--- src/rtl/seg_scan_ctrl_pkg.sv ---
// Shared constants for the 7-segment scan controller: segment bit order,
// blank code, hex decode table and a width helper.
package seg_pkg;

  // Segment code bit order is {g,f,e,d,c,b,a}. All segments are active-low.
  localparam int SEG_BIT_A = 0;
  localparam int SEG_BIT_B = 1;
  localparam int SEG_BIT_C = 2;
  localparam int SEG_BIT_D = 3;
  localparam int SEG_BIT_E = 4;
  localparam int SEG_BIT_F = 5;
  localparam int SEG_BIT_G = 6;

  typedef logic [6:0] seg_code_t;

  localparam seg_code_t SEG_BLANK = 7'h7F;

  // Entry n is the active-low pattern for hex digit n (lowercase b and d).
  localparam logic [15:0][6:0] SEG_TABLE = {
    7'b0001110,  // F
    7'b0000110,  // E
    7'b0100001,  // d
    7'b1000110,  // C
    7'b0000011,  // b
    7'b0001000,  // A
    7'b0010000,  // 9
    7'b0000000,  // 8
    7'b1111000,  // 7
    7'b0000010,  // 6
    7'b0010010,  // 5
    7'b0011001,  // 4
    7'b0110000,  // 3
    7'b0100100,  // 2
    7'b1111001,  // 1
    7'b1000000   // 0
  };

  // Bits needed to hold 0..value-1, never less than one bit.
  function automatic int clog2(input int value);
    int width;
    width = 1;
    while ((1 << width) < value) width++;
    return width;
  endfunction

endpackage

--- src/rtl/seg_scan_ctrl_if.sv ---
// Load handshake between the appliance control logic and the scan controller.
interface seg_scan_ctrl_if #(
  parameter int NUM_DIGITS = 4
);

  logic [4*NUM_DIGITS-1:0] value_in;
  logic [NUM_DIGITS-1:0]   dp_in;
  logic [NUM_DIGITS-1:0]   digit_en;
  logic                    lz_blank;
  logic                    load;
  logic                    load_ack;

  modport master (
    output value_in,
    output dp_in,
    output digit_en,
    output lz_blank,
    output load,
    input  load_ack
  );

  modport slave (
    input  value_in,
    input  dp_in,
    input  digit_en,
    input  lz_blank,
    input  load,
    output load_ack
  );

endinterface

--- src/rtl/seg_scan_ctrl_hex_seg_lut.sv ---
// Combinational hex nibble to active-low 7-segment pattern.
module hex_seg_lut
  import seg_pkg::*;
(
  input  logic [3:0] nibble,
  output seg_code_t  seg
);

  assign seg = SEG_TABLE[nibble];

endmodule

--- src/rtl/seg_scan_ctrl.sv ---
// Multiplexed common-anode display scanner. A load lands in a pending
// buffer and is promoted to the active buffer only at a frame boundary,
// so a frame is always drawn from one consistent display word.
module seg_scan_ctrl
  import seg_pkg::*;
#(
  parameter int NUM_DIGITS   = 4,
  parameter int SCAN_DIV     = 50000,
  parameter int BLANK_CYCLES = 500
) (
  input  logic                  clk,
  input  logic                  rst_n,
  seg_scan_ctrl_if.slave        bus,
  output logic [NUM_DIGITS-1:0] an,
  output logic [6:0]            seg,
  output logic                  dp,
  output logic                  frame_tick
);

  localparam int CW = clog2(SCAN_DIV);
  localparam int IW = clog2(NUM_DIGITS);

  localparam logic [CW-1:0] CNT_LAST  = CW'(SCAN_DIV - 1);
  localparam logic [CW-1:0] BLANK_END = CW'(BLANK_CYCLES);
  localparam logic [IW-1:0] IDX_LAST  = IW'(NUM_DIGITS - 1);

  logic [CW-1:0] cnt;
  logic [IW-1:0] idx;
  logic          slot_end;
  logic          frame_end;

  logic [4*NUM_DIGITS-1:0] val_pend, val_act;
  logic [NUM_DIGITS-1:0]   dp_pend, dp_act;
  logic [NUM_DIGITS-1:0]   en_pend, en_act;
  logic                    lz_pend, lz_act;
  logic                    pend_valid;

  logic [3:0] cur_nibble;
  seg_code_t  cur_seg;
  logic       upper_zero;
  logic       in_blank;
  logic       digit_dark;

  assign slot_end  = (cnt == CNT_LAST);
  assign frame_end = slot_end && (idx == IDX_LAST);

  // Slot prescaler and digit index; idx advances on the last cycle of a slot.
  always_ff @(posedge clk or negedge rst_n) begin
    if (!rst_n) begin
      cnt <= '0;
      idx <= '0;
    end else if (slot_end) begin
      cnt <= '0;
      idx <= (idx == IDX_LAST) ? '0 : idx + IW'(1);
    end else begin
      cnt <= cnt + CW'(1);
    end
  end

  // Pending buffer: latest load wins; consumed (or bypassed) at the frame boundary.
  always_ff @(posedge clk or negedge rst_n) begin
    if (!rst_n) begin
      val_pend   <= '0;
      dp_pend    <= '0;
      en_pend    <= '0;
      lz_pend    <= 1'b0;
      pend_valid <= 1'b0;
    end else if (bus.load && !frame_end) begin
      val_pend   <= bus.value_in;
      dp_pend    <= bus.dp_in;
      en_pend    <= bus.digit_en;
      lz_pend    <= bus.lz_blank;
      pend_valid <= 1'b1;
    end else if (frame_end) begin
      pend_valid <= 1'b0;
    end
  end

  // Active buffer only changes at the frame boundary; a coincident load bypasses pending.
  always_ff @(posedge clk or negedge rst_n) begin
    if (!rst_n) begin
      val_act <= '0;
      dp_act  <= '0;
      en_act  <= '0;
      lz_act  <= 1'b0;
    end else if (frame_end && bus.load) begin
      val_act <= bus.value_in;
      dp_act  <= bus.dp_in;
      en_act  <= bus.digit_en;
      lz_act  <= bus.lz_blank;
    end else if (frame_end && pend_valid) begin
      val_act <= val_pend;
      dp_act  <= dp_pend;
      en_act  <= en_pend;
      lz_act  <= lz_pend;
    end
  end

  // Frame and acknowledge pulses, both one cycle after the boundary cycle.
  always_ff @(posedge clk or negedge rst_n) begin
    if (!rst_n) begin
      frame_tick   <= 1'b0;
      bus.load_ack <= 1'b0;
    end else begin
      frame_tick   <= frame_end;
      bus.load_ack <= frame_end && (bus.load || pend_valid);
    end
  end

  assign cur_nibble = val_act[{idx, 2'b00} +: 4];

  hex_seg_lut u_lut (
    .nibble (cur_nibble),
    .seg    (cur_seg)
  );

  // Leading-zero test: every nibble from the current position upward is zero.
  always_comb begin
    upper_zero = 1'b1;
    for (int i = 0; i < NUM_DIGITS; i++) begin
      if ((IW'(i) >= idx) && (val_act[4*i +: 4] != 4'h0)) upper_zero = 1'b0;
    end
  end

  assign in_blank   = (cnt < BLANK_END);
  assign digit_dark = !en_act[idx] || (lz_act && (idx != '0) && upper_zero);

  // Registered pin drive; the guard interval and dark digits share the all-off pattern.
  always_ff @(posedge clk or negedge rst_n) begin
    if (!rst_n) begin
      an  <= '1;
      seg <= SEG_BLANK;
      dp  <= 1'b1;
    end else if (in_blank || digit_dark) begin
      an  <= '1;
      seg <= SEG_BLANK;
      dp  <= 1'b1;
    end else begin
      an  <= ~(NUM_DIGITS'(1) << idx);
      seg <= cur_seg;
      dp  <= ~dp_act[idx];
    end
  end

endmodule

--- src/flat_wrapper.sv ---
// flat-port wrapper written by rule: the top's interface ports become plain ports
module seg_scan_ctrl_flat import seg_pkg::*;
#(
  parameter int NUM_DIGITS   = 4,
  parameter int SCAN_DIV     = 50000,
  parameter int BLANK_CYCLES = 500
)
  (clk, rst_n, an, seg, dp, frame_tick, bus_value_in, bus_dp_in, bus_digit_en, bus_lz_blank, bus_load, bus_load_ack);
  seg_scan_ctrl_if #(.NUM_DIGITS(NUM_DIGITS)) bus_i ();
  input  logic clk;
  input  logic rst_n;
  output logic [NUM_DIGITS-1:0] an;
  output logic [6:0] seg;
  output logic dp;
  output logic frame_tick;
  input wire logic [$bits(bus_i.value_in)-1:0] bus_value_in;
  input wire logic [$bits(bus_i.dp_in)-1:0] bus_dp_in;
  input wire logic [$bits(bus_i.digit_en)-1:0] bus_digit_en;
  input wire logic [$bits(bus_i.lz_blank)-1:0] bus_lz_blank;
  input wire logic [$bits(bus_i.load)-1:0] bus_load;
  output wire logic [$bits(bus_i.load_ack)-1:0] bus_load_ack;
  assign bus_i.value_in = bus_value_in;
  assign bus_i.dp_in = bus_dp_in;
  assign bus_i.digit_en = bus_digit_en;
  assign bus_i.lz_blank = bus_lz_blank;
  assign bus_i.load = bus_load;
  assign bus_load_ack = bus_i.load_ack;
  seg_scan_ctrl #(.NUM_DIGITS(NUM_DIGITS), .SCAN_DIV(SCAN_DIV), .BLANK_CYCLES(BLANK_CYCLES)) u_core (.clk(clk), .rst_n(rst_n), .bus(bus_i), .an(an), .seg(seg), .dp(dp), .frame_tick(frame_tick));
endmodule
--- config.mk ---
export PLATFORM = sky130hd
export DESIGN_NAME = seg_scan_ctrl_flat
export DESIGN_NICKNAME = d
export VERILOG_FILES = /design/src/rtl/seg_scan_ctrl_pkg.sv /design/src/rtl/seg_scan_ctrl_if.sv /design/src/rtl/seg_scan_ctrl_hex_seg_lut.sv /design/src/rtl/seg_scan_ctrl.sv /design/src/flat_wrapper.sv
export SDC_FILE = /design/constraint.sdc
export NUM_CORES = 1
export LEC_CHECK = 0
export BUFFER_PORTS_ARGS = -buffer_cell sky130_fd_sc_hd__buf_2
export CORE_UTILIZATION = 35
export CTS_CLUSTER_DIAMETER = 60
export DETAILED_ROUTE_END_ITERATION = 10
export MAX_ROUTING_LAYER = met4
export PLACE_DENSITY = 0.55
export SYNTH_ARGS = -nofsm -noshare
export SYNTH_HDL_FRONTEND = slang
export SYNTH_SLANG_ARGS = --single-unit
--- constraint.sdc ---
create_clock -name clk -period 4.06 [get_ports clk]
set_input_delay 0.609 -clock clk [delete_from_list [all_inputs] [get_ports clk]]
set_output_delay 0.609 -clock clk [all_outputs]
set_load 0.01 [all_outputs]
==> results of run 1 <==
-- kinds of logic after synthesis --
| family | Yosys count | synth area share |
|---|---|---|
| flip-flops | 83 | 0.518 |
| XOR/XNOR | 11 | 0.0239 |
| multiplexers | 34 | 0.111 |
| adder cells (fa/ha/maj) | 12 | 0.0372 |
| AND/OR/NAND/NOR | 94 | 0.145 |
| AO/OA/AOI/OAI | 69 | 0.133 |
| buffers and inverters | 26 | 0.0316 |
-- routing by layer --
layer  GRT usage  share of wire  vias up
met3      0.0445          0.034        8
met5           -              0        -
met4      0.0457          0.010        0
met2       0.248           0.47       47
met1       0.197           0.48     1341
li1            -              -     1285
-- where the power goes --
part / internal, mW / leakage, nW / switching (mW) / total [mW]
sequential: 0.853 / 1.04 / 0.0134 / 0.866
combinational: 0.0321 / 1.07 / 0.0358 / 0.0679
clock: 0.470 / 0.134 / 0.316 / 0.786
total: 1.36 / 2.25 / 0.365 / 1.72
-- registers in the layout (all words and copies together), names as in the netlist, 2 cells and up --
register and cells:
u_core.cnt 16, u_core.val_act 16, u_core.val_pend 16, u_core.seg 7
u_core.an 4, u_core.dp_act 4, u_core.dp_pend 4, u_core.en_act 4
u_core.en_pend 4, u_core.idx 2
-- layout by cell type (no fill, tap or decap), types with 3 or more instances in the layout --
cell type,count
xor2_1,5
nor4_1,4
nor2_1,12
ha_1,12
nor3_1,5
a211o_1,25
and4_1,3
dfrtp_1,71
dfstp_2,12
buf_2,40
xnor2_1,6
o21ai_0,6
o211ai_1,5
mux2_2,26
clkbuf_16,9
and3_1,27
nor2b_1,5
nand3_1,11
mux4_2,6
o21a_1,25
nand2_1,12
inv_1,7
-- cell type report --
cell class	instances	area, µm²	area share
Sequential cell	83	2090	0.454
Multi-Input combinational cell	220	1820	0.394
Clock buffer	10	229	0.0496
Timing Repair Buffer	42	215	0.0467
Tap cell	140	175	0.0380
Clock inverter	5	55.1	0.0119
Inverter	7	26.3	0.00570
-- worst paths after layout --
path                                     start                  to  slack (ns)  depth (start not counted)
max                              u_core.idx[0]  u_core.val_act[11]        1.14                          5
min                                      rst_n      u_core.cnt[10]        0.46                          1
max reg2reg                      u_core.idx[0]  u_core.val_act[11]        1.14                          5
min reg2reg                u_core.val_pend[15]  u_core.val_act[15]        0.48                          1
max in group asynchronous                rst_n  u_core.val_act[10]        2.94                          1
min in group clk           u_core.val_pend[15]  u_core.val_act[15]        0.48                          1
-- metrics by stage --
step	setup WS (ns)	util	instances
floorplan	2.04	-	329
global placement	1.23	0.392	492
detailed placement	1.11	0.392	492
CTS	1.06	0.418	507
global route	0.921	0.418	507
finish	1.14	0.418	507
==> impl_metrics.toml, run 1 <==
[run_status]
status = "completed"

[synth]
yosysMostFrequentCell = "dfrtp_1"
synth_area_leader_cell = "dfrtp_1"
async_flop_share = 1.00
ys_seq_elements = 83
synth-seq-area-share = 0.518
ys_types = 45
synthTopCellsByCount = "dfrtp_1 (71), and3_1 (27), mux2_2 (26)"
yosysWarnings = 0
syn_area_per_cell_um2 = 12.3
synth_edf_count = 0
netlist_area_mm2 = 0.00404
synthCells = 329
yosys-top-cells-area = "dfrtp_1 (44%), dfstp_2 (7.8%), mux2_2 (7.2%)"
synth_flop_cell = "dfrtp_1"
synth_top_area_share = 0.440
synth_nets = 369

[layout]
antennaDiodeCount = 0
n_fill_cell = 1072
nNetsFinal = 403
drive_gt1_frac = 0.286
stdcell_area_mm2 = 0.00461
syn2layout_area_growth_pct = 14.2

[timing]
finalHoldViolations = 0
drv_slew = 0
hold_ws_ns = 0.465
fmax_mhz = 342
final.period_utilization = 0.719
rsz0062_at_grt = "false"
worst_pin_slew_ns = 1.07
fin_crit_ns = 2.92
finClkSkew_ns = 0.00578
setup_viol = 0
relSlewSlack = 0.283
finalSetupTns_ns = 0

[route]
drt_iter0_markers = 127
detail_route.vias_per_cell = 5.29
vias = 2681
postRouteAntennaNets = 0
post-route-drc-count = 0
first_pass_iters = 4
routed_wl_mm = 8.20
wire_per_inst_um = 16.2

[floorplanning]
die_x_um = 109
pin_count = 42
fp.coreArea_mm2 = 0.0110
dieArea_mm2 = 0.0120
rows = 38
start_util = 0.366
die_y_um = 109

[clock_network]
clkTransAtPathRegs_ns = 0.06
cts.sinks = 83
htreeDepth = 3
numCtsBuffers = 9
cts_resized = 0
clock_latency_ns = 0.34
cts-root-buf = "clkbuf_16"
post_cts_buffers = 0
cts.path.max_buffers = 2
cts_tree = "built"
hold_buffers = 0

[job]
cap_viol_max_count = 0

[grt]
antenna_found_initial = 0
track_usage = 0.157
grt_pass1_vias = 2763
grt_first_pass_wirelength_mm = 13.8
grt_max_degree = 84
grt_overflow = 0

[power]
p_leak_nw = 2.25
p_per_area_mw_per_mm2 = 373
power_mw = 1.72
irDropWorstVdd_mv = 0.347

[setup_path]
startpoint_type = "flop"
slowest_stage = "nor3b_4"
crit_path_end_kind = "flop"
crit_fanout = 28
worst_ep_required_time_ns = 4.33
criticalPathCategory = "reg -> reg"
cp_cell_sequence = "ha_1, and4_1, nand4_4, nor3b_4, a211o_1"
path_buf_inv = 0
critPathMaxStageDelay_ns = 1.01
crit_arrival_ns = 3.19
path_delay_family = "simple AND/OR/NAND/NOR gates"

[placement]
port_buffers = 41
dpl_cell_area_mm2 = 0.00433
dp_hpwl_mm = 5.44
gp_congestion = 0.753

[hold_path]
hold_class = "in -> async"
No activity file was read; power rests on OpenSTA's default activity.
==> run 2: changes to the inputs <==
--- a/config.mk
+++ b/config.mk
@@ -10,7 +10,7 @@
 export CTS_CLUSTER_DIAMETER = 60
 export DETAILED_ROUTE_END_ITERATION = 10
 export MAX_ROUTING_LAYER = met4
-export PLACE_DENSITY = 0.55
+export PLACE_DENSITY = 0.57
 export SYNTH_ARGS = -nofsm -noshare
 export SYNTH_HDL_FRONTEND = slang
 export SYNTH_SLANG_ARGS = --single-unit
==> constraint.sdc (replaced) <==
create_clock -name clk -period 2.6 [get_ports clk]
set_input_delay 0.39 -clock clk [delete_from_list [all_inputs] [get_ports clk]]
set_output_delay 0.39 -clock clk [all_outputs]
set_load 0.01 [all_outputs]
==> run 2 against run 1 <==
  * Clock power up 55%
  * Sequential share of layout area decreased by 0.68 points
  * Clock skew rose by 0.0036 ns
  * Via count rose by 2.2%
  * Power up 56%
  * Die area did not move
  * Maximum frequency rose by 35%
  * Sequential cell count is the same
  * Routed wire length grew 3.0%
  * Combinational power up 69%
  * Critical path depth shrank 1
==> impl_metrics.toml, run 2 (same netlist as run 1, synthesis figures left out) <==
[clock_network]
post_cts_buffers = 0
cts_resized = 0
cts.sinks = 83
numCtsBuffers = 9
clkTransAtPathRegs_ns = 0.06
cts.path.max_buffers = 2
cts_tree = "built"
clock_latency_ns = 0.34
htreeDepth = 3
hold_buffers = 0
cts-root-buf = "clkbuf_16"

[route]
first_pass_iters = 4
routed_wl_mm = 8.45
post-route-drc-count = 0
vias = 2739
wire_per_inst_um = 16.4
drt_iter0_markers = 113
postRouteAntennaNets = 0
detail_route.vias_per_cell = 5.33

[run_status]
status = "completed"

[timing]
final.period_utilization = 0.832
fmax_mhz = 462
setup_viol = 0
finClkSkew_ns = 0.00934
worst_pin_slew_ns = 0.845
drv_slew = 0
finalHoldViolations = 0
relSlewSlack = 0.436
rsz0062_at_grt = "false"
fin_crit_ns = 2.16
finalSetupTns_ns = 0

[layout]
final_common_cell = "dfrtp_1"
nNetsFinal = 409
antennaDiodeCount = 0
n_fill_cell = 1065
register_area_mm2 = 0.00209
mostFrequentLayoutCells = "dfrtp_1 (71), buf_2 (40), and3_1 (27)"
stdcell_area_mm2 = 0.00468
reg_top3 = "u_core.cnt (16), u_core.val_act (16), u_core.val_pend (16)"
drive_gt1_frac = 0.302
syn2layout_area_growth_pct = 15.9
multi_input_area_mm2 = 0.00182

[floorplanning]
start_util = 0.366
rows = 38
pin_count = 42
fp.coreArea_mm2 = 0.0110
die_x_um = 109
die_y_um = 109
dieArea_mm2 = 0.0120

[setup_path]
criticalPathCategory = "reg -> reg"
r2r_slack_ns = 0.44
crit_path_end_kind = "flop"
crit_fanout = 25
startpoint_type = "flop"
crit_arrival_ns = 2.44
worst_ep_required_time_ns = 2.88

[grt]
grt_max_degree = 48
antenna_found_initial = 0
grt_pass1_vias = 2810
track_usage = 0.166
grt_first_pass_wirelength_mm = 14.4
grt_overflow = 0

[placement]
port_buffers = 41
dpl_cell_area_mm2 = 0.00440
dp_hpwl_mm = 5.63
gp_congestion = 0.773

[hold_path]
hold_class = "in -> async"

[power]
p_leak_nw = 2.29
irDropWorstVdd_mv = 0.269
p_per_area_mw_per_mm2 = 574

[job]
cap_viol_max_count = 0
-- run 2: changes by cell type in the layout (fill, tap and decap cells not counted), sizes merged --
cell	previous run	this run
bufinv	1	0
clkbuf	10	9
inv	7	10
buf	42	48
-- run 2: power breakdown --
part / leakage [nW] / internal, mW / total (mW) / switching (mW)
Combinational: 1.11 / 0.0561 / 0.115 / 0.0588
Clock: 0.133 / 0.660 / 1.22 / 0.560
Sequential: 1.04 / 1.33 / 1.35 / 0.0210
-- run 2: stage by stage --
| step | total power [mW] | hold slack, ns | instances | util | setup WS [ns] |
|---|---|---|---|---|---|
| final | 2.69 | 0.0138 | 514 | 0.424 | 0.437 |
| after CTS | 2.73 | 0.0299 | 514 | 0.424 | 0.461 |
| after global routing | 2.79 | 0.0471 | 514 | 0.424 | 0.285 |
| after global placement | 1.49 | 0.390 | 498 | 0.399 | 0.508 |
| after detailed placement | 1.49 | 0.397 | 498 | 0.399 | 0.496 |
| after floorplan | 1.42 | 0.0944 | 329 | - | 0.584 |
-- run 2: critical path: stages (launching register included) --
cell and delay (ns):
dfrtp_1 0.45, nor4b_4 0.45, and4_1 0.82, and3_1 0.27
a211o_1 0.11
-- run 2: worst paths after layout --
check | from | cells past startpoint | to
min in group clk | bus_dp_in[0] | 2 | u_core.dp_pend[0]
max reg2reg | u_core.cnt[7] | 4 | u_core.val_act[6]
max | u_core.cnt[7] | 4 | u_core.val_act[6]
max in group asynchronous | rst_n | 2 | u_core.val_pend[0]
min reg2reg | u_core.val_pend[14] | 1 | u_core.val_act[14]
min | rst_n | 1 | u_core.cnt[7]
-- run 2: final cells by class --
type                       count  share of cell area
timing repair buffer          48              0.0609
multi-input combinational    220               0.389
sequential                    83               0.447
tap                          140              0.0374
clock inverter                 7              0.0126
inverter                       7             0.00561
clock buffer                   9              0.0481
-- run 2: routing by layer --
| metal | track usage | part of all wire | routed length, µm | vias to the layer above |
|---|---|---|---|---|
| li1 | - | - | - | 1299 |
| met1 | 0.215 | 0.48 | 4040 | 1370 |
| met2 | 0.255 | 0.47 | 3970 | 58 |
| met3 | 0.0415 | 0.039 | 329 | 12 |
| met4 | 0.0514 | 0.012 | 99 | 0 |
| met5 | - | 0 | 0 | - |
